### config.mk
export PLATFORM = sky130hd
export DESIGN_NAME = mult16_seq_ctrl
export DESIGN_NICKNAME = d
export VERILOG_FILES = /design/src/rtl/mult16_seq_ctrl.sv
export SDC_FILE = /design/constraint.sdc
export NUM_CORES = 1
export LEC_CHECK = 0
export ABC_CLOCK_PERIOD_IN_PS = 4750
export BUFFER_PORTS_ARGS = -buffer_cell sky130_fd_sc_hd__buf_4
export CORE_MARGIN = 4
export CORE_UTILIZATION = 46
export CTS_CLUSTER_DIAMETER = 30
export DETAILED_ROUTE_END_ITERATION = 12
export PLACE_DENSITY = 0.69
export SKIP_CTS_REPAIR_TIMING = 1
export SLEW_MARGIN = 20
export SYNTH_ARGS = -nofsm -noshare
export SYNTH_HDL_FRONTEND = slang
export SYNTH_SLANG_ARGS = --single-unit
### constraint.sdc
create_clock -name clk -period 4.75 [get_ports clk]
set_input_delay 0.95 -clock clk [delete_from_list [all_inputs] [get_ports clk]]
set_output_delay 0.95 -clock clk [all_outputs]
set_load 0.02 [all_outputs]
### src/rtl/mult16_seq_ctrl.sv
// Unsigned 16x16 -> 32 multiply sequenced over one external 8x8 multiplier.
// Four partial products are issued back to back and accumulated MULT_LAT cycles later.
module mult16_seq_ctrl #(
  parameter int MULT_LAT = 1
) (
  input  logic        clk,
  input  logic        reset,
  input  logic        in_valid,
  output logic        in_ready,
  input  logic [15:0] a,
  input  logic [15:0] b,
  output logic        out_valid,
  input  logic        out_ready,
  output logic [31:0] y,
  output logic        busy,
  output logic        m_sign,
  output logic [7:0]  m_a,
  output logic [7:0]  m_b,
  input  logic [15:0] m_y
);

  typedef enum logic [1:0] {IDLE, ISSUE, DRAIN, DONE} state_t;

  state_t      state_reg, state_next;
  logic [15:0] a_reg, b_reg;
  logic [31:0] acc_reg;
  logic [1:0]  issue_cnt_reg;

  logic        iss_valid;
  logic [1:0]  iss_k;
  logic        col_valid;
  logic [1:0]  col_k;
  logic [4:0]  col_shift;
  logic [31:0] col_term;

  assign iss_valid = (state_reg == ISSUE);
  assign iss_k     = issue_cnt_reg;

  // The partial-product index travels with each issue so the returning m_y
  // is shifted correctly; reset empties the pipe so stale returns are dropped.
  generate
    if (MULT_LAT == 0) begin : g_nopipe
      assign col_valid = iss_valid;
      assign col_k     = iss_k;
    end else begin : g_pipe
      logic       vld_reg [MULT_LAT];
      logic [1:0] k_reg   [MULT_LAT];

      always_ff @(posedge clk) begin
        if (reset) begin
          for (int i = 0; i < MULT_LAT; i++) begin
            vld_reg[i] <= 1'b0;
            k_reg[i]   <= 2'd0;
          end
        end else begin
          vld_reg[0] <= iss_valid;
          k_reg[0]   <= iss_k;
          for (int i = 1; i < MULT_LAT; i++) begin
            vld_reg[i] <= vld_reg[i-1];
            k_reg[i]   <= k_reg[i-1];
          end
        end
      end

      assign col_valid = vld_reg[MULT_LAT-1];
      assign col_k     = k_reg[MULT_LAT-1];
    end
  endgenerate

  always_comb begin
    col_shift = 5'd0;
    case (col_k)
      2'd0:    col_shift = 5'd0;
      2'd1:    col_shift = 5'd8;
      2'd2:    col_shift = 5'd8;
      default: col_shift = 5'd16;
    endcase
  end

  assign col_term = {16'h0000, m_y} << col_shift;

  // k bit1 selects the high byte of a, bit0 the high byte of b.
  assign m_a    = iss_valid ? (iss_k[1] ? a_reg[15:8] : a_reg[7:0]) : 8'h00;
  assign m_b    = iss_valid ? (iss_k[0] ? b_reg[15:8] : b_reg[7:0]) : 8'h00;
  assign m_sign = 1'b0;

  always_comb begin
    state_next = state_reg;
    case (state_reg)
      IDLE:  if (in_valid) state_next = ISSUE;
      ISSUE: begin
        if (issue_cnt_reg == 2'd3) begin
          // With no multiplier latency the last product lands this cycle.
          if (col_valid && col_k == 2'd3) state_next = DONE;
          else                             state_next = DRAIN;
        end
      end
      DRAIN: if (col_valid && col_k == 2'd3) state_next = DONE;
      DONE:  if (out_ready) state_next = IDLE;
      default: state_next = IDLE;
    endcase
  end

  always_ff @(posedge clk) begin
    if (reset) begin
      state_reg     <= IDLE;
      a_reg         <= 16'h0000;
      b_reg         <= 16'h0000;
      acc_reg       <= 32'h0000_0000;
      issue_cnt_reg <= 2'd0;
    end else begin
      state_reg <= state_next;
      if (state_reg == IDLE && in_valid) begin
        a_reg         <= a;
        b_reg         <= b;
        acc_reg       <= 32'h0000_0000;
        issue_cnt_reg <= 2'd0;
      end else begin
        if (col_valid) acc_reg <= acc_reg + col_term;
        if (state_reg == ISSUE) issue_cnt_reg <= issue_cnt_reg + 2'd1;
      end
    end
  end

  assign in_ready  = (state_reg == IDLE);
  assign busy      = (state_reg != IDLE);
  assign out_valid = (state_reg == DONE);
  assign y         = (state_reg == DONE) ? acc_reg : 32'h0000_0000;

endmodule
## Yosys cells after proc, flatten, opt, wreduce, memory -nomap -nowiden

Memories as Yosys holds them, arrays and structs flattened.
Index checks and enable logic that the tools add are counted.

| operators by class | value |
|---|---|
| equal/unequal tests | 11 |
| muxes and demuxes | 19 |
| $add $sub $neg | 2 |
| shifts and indexed selects | 1 |
| reductions and logical operators | 10 |

Operators with widths:

| kind | number |
|---|---|
| $add A32 B32 Y32 | 1 |
| $mux W32 | 1 |
| $mux W8 | 4 |
| $shl A16 B5 Y32 | 1 |
| $eq A2 B2 Y1 const B | 5 |
| $mux W2 | 5 |
| $pmux W5 S2 | 1 |
| $pmux W2 S4 | 1 |
| $mux W1 | 7 |
| $reduce_or A2 Y1 | 3 |
| $eq A2 B1 Y1 const B | 2 |
| $logic_not A2 Y1 | 2 |
| $ne A2 B1 Y1 const B | 2 |
| $ne A2 B2 Y1 const B | 2 |
| $reduce_and A4 Y1 | 1 |
| $add A2 B1 Y2 const B | 1 |
| $logic_and A1 B1 Y1 | 2 |
| $reduce_bool A2 Y1 | 1 |
| $reduce_or A1 Y1 | 1 |

| storage, ports and cells | value |
|---|---|
| bits in writable memories | 3 |
| memories | 2 |
| register bits | 68 |
| output and inout port bits | 52 |
| input port bits | 52 |
| logic and storage cells | 50 |

Memory list:

| name | words | width | rd ports | clocked after memory_dff | write ports | line | RTL |
|---|---|---|---|---|---|---|---|
| g_pipe.k_reg | 1 | 2 | 1 | 0 | 1 | 47 | `logic [1:0] k_reg [MULT_LAT];` |
| g_pipe.vld_reg | 1 | 1 | 1 | 0 | 1 | 46 | `logic vld_reg [MULT_LAT];` |

## Logic depth before layout (Yosys ltp)

An unclocked memory read counts as a cell.

| depth | value |
|---|---|
| depth after elaboration | 6 |
| depth in mapped cells | 15 |
| gate-level depth less buffers | 13 |

## Worst setup path before layout

OpenSTA, ideal clock, no wires.

| timing path | value |
|---|---|
| path kind | reg2reg |
| from | memory g_pipe.k_reg[0][0] |
| to | register acc_reg[26] |
| buffers on the path | 1 |
| setup time | 120 ps |
| period minus slack after synthesis | 3384 ps |
| data required time | 4630 ps |
| arrival time | 3265 ps |
| path slack | 1366 ps |
| stages on the path, launching flop included | 15 |
| cells stage by stage | dfxtp_1 -> ha_1 -> buf_1 -> nor2_1 -> and2_1 -> ha_1 -> fa_1 -> a21oi_1 -> o21ai_0 -> a21oi_1 -> o21a_2 -> o211ai_2 -> a31oi_1 -> nor4b_1 -> a211o_1 |

| between the ends | value |
|---|---|
| word-level cells in the longest chain between the ends | 6 |
| elaborated cells on any way between the ends | 8 |
| classes of those cells | add/sub (1); eq/ne (2); shift (1); mux (1); reduce/logical (2); memory (1) |

RTL lines:

| what | line | RTL |
|---|---|---|
| start: declaration | 47 |  |
| $mem_v2 Z1 W2 (*) | -- |  |
| $eq A2 B2 Y1 or $eq A2 B1 Y1 (tied branches) | 72 | `case (col_k)` |
| $reduce_or A2 Y1 (no source line) | -- |  |
| $pmux W5 S2 (*) | 72 |  |
| $shl A16 B5 Y32 (*) | 80 | `assign col_term = {16'h0000, m_y} << col_shift;` |
| $add A32 B32 Y32 (*) | 119 | `if (col_valid) acc_reg <= acc_reg + col_term;` |
| end signal: assignment | 119 |  |
| end: declaration | 26 | `logic [31:0] acc_reg;` |

Every way passes the cells marked *; elsewhere a longest branch is shown, timed or not.
A chain may end at the register's enable or synchronous reset.

## Worst setup path after layout

Ends and elaborated chain as after synthesis.

==> flow_summary_export.csv <==
group,metric,value,unit
die,die_h,113,microns
timing,rsz0062_at_grt,"false",
run_status,outcome,"finished, final reports clean",
global_routing,grt_pass1_wl,22900,microns
logic_synthesis,synth_cells,644,
die,initial_core_util,48.1,%
timing,setup_violations,0,
detailed_routing,first_iter_violations,221,
logic_synthesis,synth_top_area_share,28.1,%
logic_synthesis,synthArstFlopShare,0,%
detailed_routing,num_vias,4795,
global_routing,grt_pass1_vias,4829,
logic_synthesis,yosysTopAreaCell,"dfxtp_1",
timing,maxSlewViolCount,0,
clocking,clk_pin_slew_worst_paths,0.09,ns
die,die_x,113,microns
detailed_routing,ant_nets,0,
timing,fin_skew,0.00832,ns
clocking,cts-root-buf,"clkbuf_8",
final_layout,antenna_cells,0,
logic_synthesis,synth-edff-count,0,
run,drv_cap,0,
clocking,cts_tree,"built",
detailed_routing,avgViaCountPerCell,5.54,
die,boundaryPins,104,
detailed_routing,drcViolationCount,0,
clocking,clock_latency,0.36,ns
setup_path,critPathArrivalTime,4.01,ns
timing,post-route-period-util,79.0,%
clocking,cts_buffer_depth,2,
placed_design,gp_congestion,0.904,
final_layout,largest_register_ff_count,32,
timing,slew_headroom,45.6,%
placed_design,port_buffers,102,
pwr,power_density,334,mW/mm^2
timing,timing.hold.ws,0.456,ns
clocking,cts_made_buffers,9,
placed_design,dp_worst_setup_slack,1.04,ns
global_routing,overflow,0,
pwr,leakage,2.63,nW
logic_synthesis,ys_types,64,
logic_synthesis,syn_area,0.00505,sq mm
logic_synthesis,yosysSeqAreaShare,28.1,%
global_routing,grt_max_degree,40,
die,die_area,0.0127,sq mm
final_layout,area_growth,19.8,%
setup_path,critical_path.endpoint_type,"flop",
timing,setup-tns-final,0,ns
clocking,cts_sinks,71,
placed_design,hpwl,10600,microns
clocking,h-tree-depth,3,
timing,worst_pin_slew,0.815,ns
detailed_routing,drtPass1Iterations,4,
die,rows,37,
global_routing,grt_antenna_before_repair,0,
final_layout,fillerInstances,999,
logic_synthesis,synth_ff_type,"dfxtp_1",
pwr,ir_drop,0.218,mV
setup_path,cp.required,5.01,ns
final_layout,drive_gt1_share,19.2,%
logic_synthesis,yosysWarnings,0,
logic_synthesis,synthesis.nets,736,
timing,fmax,267,MHz
timing,post-route-min-period,3.75,ns
logic_synthesis,synth-seq-cells,71,
global_routing,grt.total_usage,22.0,%
timing,finalHoldViolCount,0,
setup_path,critPathKind,"reg -> reg",
setup_path,cp-start-kind,"flop",
final_layout,num-nets-final,817,
detailed_routing,wl,13900,microns
timing,setup_slack,1.00,ns
die,core,0.0105,sq mm
logic_synthesis,synth_area_leaders,"dfxtp_1 28%, ha_1 9.7%, mux2i_1 9.1%",
hold_path,hp-class,"reg -> reg",
detailed_routing,wl_per_cell,16.1,microns
logic_synthesis,syn_area_per_cell,7.84,sq um
setup_path,crit_fanout,11,
## metal layers
layer	up-vias	share of wire (%)	global-route usage, %
met2	141	48	37.2
met1	2209	42	26.4
met5	-	0	0
li1	2411	-	-
met4	0	3.9	11.1
met3	34	6.6	4.81
## metrics by stage
stage          total power [mW]  instances  utilization, %  area (sq um)
3_5_place_dp               1.57        850            55.9          5870
6_report                   2.02        866            57.6          6050
4_1_cts                    2.03        866            57.6          6050
5_1_grt                    2.16        866            57.6          6050
3_3_place_gp               1.55        850            55.9          5870
2_1_floorplan              1.34        644               -          5050
## logic make-up after synthesis
logic type,synth area share (%)
adder cells (fa/ha/maj),10.1
XOR/XNOR,3.99
buffers and inverters,4.31
AND/OR/NAND/NOR,24.9
multiplexers,9.12
flip-flops,28.1
other,0.0742
AO/OA/AOI/OAI,19.4
## where the power goes
part	internal (mW)	switching, mW	total (mW)
sequential	0.675	0.0649	0.740
clock	0.195	0.264	0.459
combinational	0.318	0.504	0.822
## final timing paths
path                      end          startpoint  slack (ns)  cells past startpoint
setup / recovery  acc_reg[26]  g_pipe.k_reg[0][0]         1.0                     13
hold / removal       a_reg[0]            a_reg[0]        0.46                      2
setup reg to reg  acc_reg[26]  g_pipe.k_reg[0][0]         1.0                     13
hold reg to reg      a_reg[0]            a_reg[0]        0.46                      2
## cell type report
class                      instances  area, sq um  area share (%)
multi-input combinational        520         3420            56.5
sequential                        71         1420            23.5
timing repair buffer             107          803            13.3
tap                              136          170            2.81
clock buffer                       9          124            2.05
inverter                          16         60.1           0.992
clock inverter                     7         56.3           0.930
## cell usage after synthesis (6+ instances only)
| cell | count |
|---|---|
| a21o_1 | 10 |
| a21oi_1 | 62 |
| a22o_1 | 8 |
| and2_1 | 41 |
| buf_2 | 6 |
| clkbuf_1 | 26 |
| dfxtp_1 | 71 |
| ha_1 | 39 |
| inv_1 | 14 |
| mux2i_1 | 46 |
| nand2_1 | 88 |
| nand3_1 | 14 |
| nor2_1 | 70 |
| nor2b_1 | 12 |
| o21ai_0 | 21 |
| xnor2_1 | 16 |
| xor2_1 | 7 |
## cell usage in the layout (no fill, tap or decap), types with 5 or more instances in the layout
master,n
a31oi_1,5
o21ai_0,21
nand3_1,14
clkbuf_8,9
mux2i_1,46
nor2_1,69
o21bai_1,5
inv_1,14
xor2_1,7
xnor2_1,16
nand2_1,88
buf_4,107
a21o_1,10
dfxtp_1,71
ha_1,38
nor2b_1,12
a22o_1,8
and2_1,41
a21oi_1,62
nand4_1,5
## worst max-delay path: stages (launching register included)
cell	delay (ns)
dfxtp_1	0.32
ha_1	0.59
nor2_1	0.20
and2_1	0.21
ha_1	0.20
fa_1	0.40
a21oi_1	0.20
o21ai_0	0.15
a21oi_1	0.38
o21a_2	0.24
o211ai_2	0.15
a31oi_1	0.26
nor4b_1	0.09
a211o_1	0.25
No activity file was read; power rests on OpenSTA's default activity.
